[src/rtl/instr_mem_loader.sv]
// instr_mem_loader: assembles MSB-first bytes into words, writes them to
// instruction memory and owns the memory address port while loading.
// Ports: i_clk/i_rst_n clock and async active-low reset; i_start begins a load;
//   i_byte/i_byte_valid/o_byte_ready byte stream handshake; i_fetch_pc fetch PC;
//   o_mem_addr/o_mem_data/o_mem_we memory port; o_cpu_stall, o_busy, o_done,
//   o_error status; o_words_loaded count of words written in this load.
module instr_mem_loader #(
    parameter int unsigned NBITS     = 32,
    parameter int unsigned CELDAS    = 60,
    parameter int unsigned MAX_WORDS = CELDAS / 4,
    parameter logic [NBITS-1:0] HALT_WORD = 32'hFFFF_FFFF
) (
    input  logic             i_clk,
    input  logic             i_rst_n,
    input  logic             i_start,
    input  logic [7:0]       i_byte,
    input  logic             i_byte_valid,
    output logic             o_byte_ready,
    input  logic [NBITS-1:0] i_fetch_pc,
    output logic [NBITS-1:0] o_mem_addr,
    output logic [NBITS-1:0] o_mem_data,
    output logic             o_mem_we,
    output logic             o_cpu_stall,
    output logic             o_busy,
    output logic             o_done,
    output logic             o_error,
    output logic [7:0]       o_words_loaded
);

    localparam int unsigned IDX_W = $clog2(MAX_WORDS);
    localparam logic [IDX_W-1:0] LAST_IDX = IDX_W'(MAX_WORDS - 1);
    localparam logic [7:0] MAX_W8 = 8'(MAX_WORDS);

    typedef enum logic [2:0] {
        S_IDLE,
        S_RECV,
        S_WRITE,
        S_DONE,
        S_ERROR
    } state_t;

    state_t           state_q, state_d;
    logic [1:0]       byte_cnt_q, byte_cnt_d;
    logic [NBITS-1:0] word_q, word_d;
    logic [IDX_W-1:0] word_idx_q, word_idx_d;
    logic [7:0]       words_loaded_q, words_loaded_d;

    logic             accept;
    logic [NBITS-1:0] load_addr;

    always_ff @(posedge i_clk or negedge i_rst_n) begin
        if (!i_rst_n) begin
            state_q        <= S_IDLE;
            byte_cnt_q     <= '0;
            word_q         <= '0;
            word_idx_q     <= '0;
            words_loaded_q <= '0;
        end else begin
            state_q        <= state_d;
            byte_cnt_q     <= byte_cnt_d;
            word_q         <= word_d;
            word_idx_q     <= word_idx_d;
            words_loaded_q <= words_loaded_d;
        end
    end

    always_comb begin
        load_addr = '0;
        load_addr[IDX_W+1:2] = word_idx_q;
    end

    assign accept = i_byte_valid && o_byte_ready;

    always_comb begin
        state_d        = state_q;
        byte_cnt_d     = byte_cnt_q;
        word_d         = word_q;
        word_idx_d     = word_idx_q;
        words_loaded_d = words_loaded_q;
        o_byte_ready   = 1'b0;
        o_mem_we       = 1'b0;

        unique case (state_q)
            S_IDLE, S_ERROR: begin
                // A new load starts from a clean slate in either state.
                if (i_start) begin
                    state_d        = S_RECV;
                    byte_cnt_d     = '0;
                    word_d         = '0;
                    word_idx_d     = '0;
                    words_loaded_d = '0;
                end
            end
            S_RECV: begin
                o_byte_ready = 1'b1;
                if (accept) begin
                    word_d     = {word_q[NBITS-9:0], i_byte};
                    byte_cnt_d = byte_cnt_q + 2'd1;
                    if (byte_cnt_q == 2'd3) begin
                        state_d = S_WRITE;
                    end
                end
            end
            S_WRITE: begin
                o_mem_we = 1'b1;
                if (words_loaded_q < MAX_W8) begin
                    words_loaded_d = words_loaded_q + 8'd1;
                end
                // The halt marker is itself written before finishing.
                if (word_q == HALT_WORD) begin
                    state_d = S_DONE;
                end else if (word_idx_q == LAST_IDX) begin
                    state_d = S_ERROR;
                end else begin
                    word_idx_d = word_idx_q + 1'b1;
                    state_d    = S_RECV;
                end
            end
            S_DONE: begin
                state_d = S_IDLE;
            end
            default: begin
                state_d = S_IDLE;
            end
        endcase
    end

    // Loader owns the address port in every state except IDLE.
    assign o_mem_addr     = (state_q == S_IDLE) ? i_fetch_pc : load_addr;
    assign o_mem_data     = word_q;
    assign o_cpu_stall    = (state_q != S_IDLE);
    assign o_busy         = (state_q == S_RECV) || (state_q == S_WRITE);
    assign o_done         = (state_q == S_DONE);
    assign o_error        = (state_q == S_ERROR);
    assign o_words_loaded = words_loaded_q;

endmodule

[config.mk]
export PLATFORM = sky130hd
export DESIGN_NAME = instr_mem_loader
export DESIGN_NICKNAME = d
export VERILOG_FILES = /design/src/rtl/instr_mem_loader.sv
export SDC_FILE = /design/constraint.sdc
export NUM_CORES = 1
export LEC_CHECK = 0
export BUFFER_PORTS_ARGS = -buffer_cell sky130_fd_sc_hd__clkbuf_2
export CAP_MARGIN = 15
export CORE_ASPECT_RATIO = 0.9
export CORE_UTILIZATION = 42
export DETAILED_ROUTE_END_ITERATION = 8
export GPL_ROUTABILITY_DRIVEN = 0
export HOLD_SLACK_MARGIN = 0.08
export PLACE_DENSITY = 0.86
export SYNTH_ARGS = -nofsm -noshare
export SYNTH_HDL_FRONTEND = slang
export SYNTH_SLANG_ARGS = --single-unit
[constraint.sdc]
create_clock -name i_clk -period 1.8 [get_ports i_clk]
set_input_delay 0.54 -clock i_clk [delete_from_list [all_inputs] [get_ports i_clk]]
set_output_delay 0.54 -clock i_clk [all_outputs]
set_load 0.03 [all_outputs]
== Word-level counts from Yosys, hierarchy flattened ==
Index checks and enable logic that the tools add are counted.

* Register bits after elaboration: 49
* Latch bits: 0
* RAM bits: 0
* ROM bits: 0
* Output and inout port bits: 78
* Memories kept: 0

* Add/sub/neg operators: 3
* Multiply operators: 0
* Div/mod/pow operators: 0
* $lt $le $gt $ge: 1
* Eq/ne operators: 13
* Shift operators: 0
* Muxes and demuxes: 22
* Bitwise gates (word level): 0
* Reduce and logical (&&, ||, !) cells: 11

{| class="wikitable"
|+ Operator list
! cell !! count
|-
| $mux 32 || 3
|-
| $pmux 32 s2 || 1
|-
| $eq 32x32->1 const B || 1
|-
| $mux 8 || 2
|-
| $pmux 8 s2 || 1
|-
| $mux 3 || 5
|-
| $mux 4 || 3
|-
| $ne 2x2->1 const B || 6
|-
| $pmux 3 s3 || 1
|-
| $reduce_and 3->1 || 3
|-
| $add 8x1->8 const B || 1
|-
| $lt 8x4->1 const B || 1
|-
| $pmux 4 s2 || 1
|-
| $eq 3x2->1 const B || 2
|-
| $add 4x1->4 const B || 1
|-
| $eq 4x4->1 const B || 1
|-
| $mux 2 || 2
|-
| $pmux 2 s2 || 1
|-
| $reduce_and 4->1 || 1
|-
| $reduce_bool 2->1 || 2
|-
| $eq 3x1->1 const B || 1
|-
| $eq 3x3->1 const B || 1
|-
| $logic_not 3->1 || 1
|-
| $reduce_bool 3->1 || 1
|-
| other kinds (6) || 7
|}

== Depth between registers and ports, before layout ==
* Word-level depth: 5
* Gate-level depth with buffers: 7
* Mapped depth without buffers: 7

== Least setup slack after synthesis ==
OpenSTA, ideal clock, no wires.

* Kind: register to output
* Start: register state_q[1]
* End: output port o_mem_addr[2]
* Data arrival time: 1,563 ps
* Required time: 1,260 ps
* Setup slack: -303 ps
* Stages on the path, launching flop included: 5
* Cell sequence: dfrtp_1 -> nor3_1 -> clkbuf_1 -> nand2_1 -> o21ai_0

* Word-level cells in the longest chain between the ends: 2

{| class="wikitable"
|+ RTL lines
! element !! line !! RTL
|-
| from (decl) || 42 || <nowiki>state_t state_q, state_d;</nowiki>
|-
| from (signal assigned) || 59 || <nowiki>state_q <= state_d;</nowiki>
|-
| $logic_not 3->1 || 129 || <nowiki>assign o_mem_addr = (state_q == S_IDLE) ? i_fetch_pc : load_addr;</nowiki>
|-
| $mux 32 || 129 ||
|-
| to (decl) || 20 || <nowiki>output logic [NBITS-1:0] o_mem_addr,</nowiki>
|}

No other way between the ends.

== Worst setup path in the final report ==
* Start: register state_q[1]
* End: output port o_mem_addr[4]

Same word-level chain as after synthesis.

==> metrics.yaml <==
outcome:
  status: "finished with violations"
  failed_checks: "setup timing"
setup_path:
  cp-end-kind: "output pin"
  setup.worst_path.class: "flop to output pin"
  critPathMaxFanout: 7
  r2r_cells: 10
  cp.arrival_ps: 1580
  r2r_start: "state_q[1]"
  rr_endpoint: "o_mem_data[19]"
  worstPathRequired_ps: 1260
  r2r_slack_ps: -160
  worstSetupStartpointType: "flop"
synth:
  synth_nets: 338
  synth_common_cells: "nand2_1, dfrtp_1, o21ai_0"
  synth.top_cell.area_share: 0.489
  ys_seq_elements: 49
  synth-edff-count: 0
  yosysMostFrequentCell: "nand2_1"
  ys_types: 36
  yosysWarnings: 0
  synth_top_flop_cell: "dfrtp_1"
  netlist_instances: 290
  synth-async-reset-ratio: 1.00
  synth_area_per_cell_um2: 8.65
  synthTopCellsByArea: "dfrtp_1, nand2_1, and2_1"
  synthesis.area_mm2: 0.00251
  yosysSeqAreaShare: 0.489
  yosysTopAreaCell: "dfrtp_1"
timing:
  fin_crit_ps: 2120
  clock-skew-final_ps: 7.49
  period_share: 1.18
  setup-violations-final: 72
  whs_ps: 205
  fmaxAchievable_mhz: 472
  tightest_slew_ps: 372
  tns_ps: -14030
  hold_viol: 0
  max_slew_margin: 0.749
  drv_slew: 0
  setup_slack_ps: -320
  rsz0062_at_grt: "yes"
power:
  max-vdd-ir-drop_mv: 0.897
  pwr_density_cell_mw_per_mm2: 1580
  leakage_nw: 2.10
finish:
  final_cells: 514
  fin_nets: 491
  nFillCells: 390
  diodes: 0
  design_area_mm2: 0.00412
  drive_above_1_share: 0.491
  syn2layout_area_growth_pct: 64.2
cts:
  clock_path_buffers: 2
  cts_tree: "done"
  cts-root-buf: "clkbuf_8"
  numCtsBuffers: 5
  clock_latency_ps: 310
  htreeDepth: 2
  postCtsHoldBufs: 0
  cts_num_sinks: 49
  path_clk_slew_ps: 90
detailed_routing:
  drtPass1Iterations: 5
  post_drt_wl_per_cell_um: 17.1
  vias: 2855
  drc_errors: 0
  wl_um: 8820
  first_iter_violations: 238
  antenna_left: 0
  vias_per_cell: 5.55
floorplan:
  fp-row-count: 26
  die_area_mm2: 0.00629
  chipWidth_um: 83.5
  start_util: 0.438
  core_area_mm2: 0.00573
  pin_count: 122
  die_h_um: 75.3
job:
  max-cap-violations: 0
grt:
  grt_usage: 0.220
  grt_pass1_vias: 2261
  grt_max_degree: 64
  overflow: 0
  antenna_found_initial: 0
  grt_pass1_wl_um: 10900
place:
  dp_hpwl_um: 4840
  placed_area_mm2: 0.00339
  placedCellCount: 491
  place_ws_ps: 0.563
  portBuffers: 121
min_path:
  hold_class: "primary input to asynchronous set/reset pin"
## stage by stage
stage | utilization | total power [W]
global route | 0.720 | 0.00682
floorplan | - | 0.00371
global placement | 0.593 | 0.00464
finish | 0.720 | 0.00650
detailed placement | 0.593 | 0.00473
CTS | 0.674 | 0.00581
## timing repair
action | CTS | global route
resized for setup | 82 | 83
buffers inserted | 4 | 5
endpoints found under the hold margin | 0 | 0
setup endpoints to repair | 38 | 70
pin swaps | 3 | 5
cloned | 0 | 7
## layout make-up
type | count | area, um^2 | share of cell area
timing repair buffer | 161 | 1400 | 0.340
multi-input combinational | 221 | 1300 | 0.316
sequential | 49 | 1230 | 0.298
tap | 70 | 87.6 | 0.0213
clock buffer | 6 | 72.6 | 0.0176
inverter | 5 | 21.3 | 0.00516
clock inverter | 2 | 10.0 | 0.00243
## cell usage in the layout, fill, tap and decap left out, types with 3 or more instances in the layout
cell / instances
clkbuf_2: 83
nand2_1: 78
dfrtp_1: 49
buf_8: 34
o21ai_1: 31
buf_4: 25
and2_2: 19
and2_4: 12
nand4_1: 12
nor2_1: 9
o21ai_0: 9
clkbuf_8: 9
nand3_1: 7
buf_6: 7
inv_1: 4
and2_1: 4
ha_1: 4
clkbuf_16: 4
mux2_4: 3
and3_1: 3
## cell families (layout without fill, tap and decap cells)
kind of cell	count (synthesis)	count (layout)	share of synthesized area
adders and majority gates	4	4	0.0199
xor gates and xnor gates	1	1	0.00349
muxes	5	5	0.0214
and+or+nand+nor	162	162	0.328
DFF	49	49	0.489
buffers and inverters	20	174	0.0344
AOI/OAI and AO/OA	49	49	0.105
## power breakdown
group	internal, W	switching (W)
Combinational	0.00173	0.00232
Sequential	0.00144	0.000361
Clock	0.000270	0.000373
## flip-flops by register name (all words and copies together), names as in the netlist
name            flops
byte_cnt_q          2
o_words_loaded      8
state_q             3
o_mem_data         32
word_idx_q          4
## routing by layer
layer	GRT usage	vias up	part of all wire	routed length (um)
li1	-	1292	-	-
met2	0.364	168	0.50	4440
met4	0.0885	0	0.027	241
met3	0.0379	27	0.075	658
met5	0	-	0	0
met1	0.296	1368	0.39	3470
## worst max-delay path: stages (launching register included)
cell and delay, ps:
dfrtp_1 420, nor3_2 220, buf_6 170, mux2_4 320, buf_8 140
## worst max-delay path by stage
| stage | slack [ps] | start | end |
|---|---|---|---|
| after floorplan | -50 | state_q[1] | o_mem_addr[24] |
| after global placement | 20 | state_q[1] | o_mem_addr[4] |
| after detailed placement | 0.6 | state_q[1] | o_mem_addr[20] |
| after CTS | -310 | state_q[2] | o_mem_addr[3] |
| after global routing | -380 | state_q[1] | o_mem_addr[2] |
| final | -320 | state_q[1] | o_mem_addr[4] |
Power figures use the tool's default switching activity.
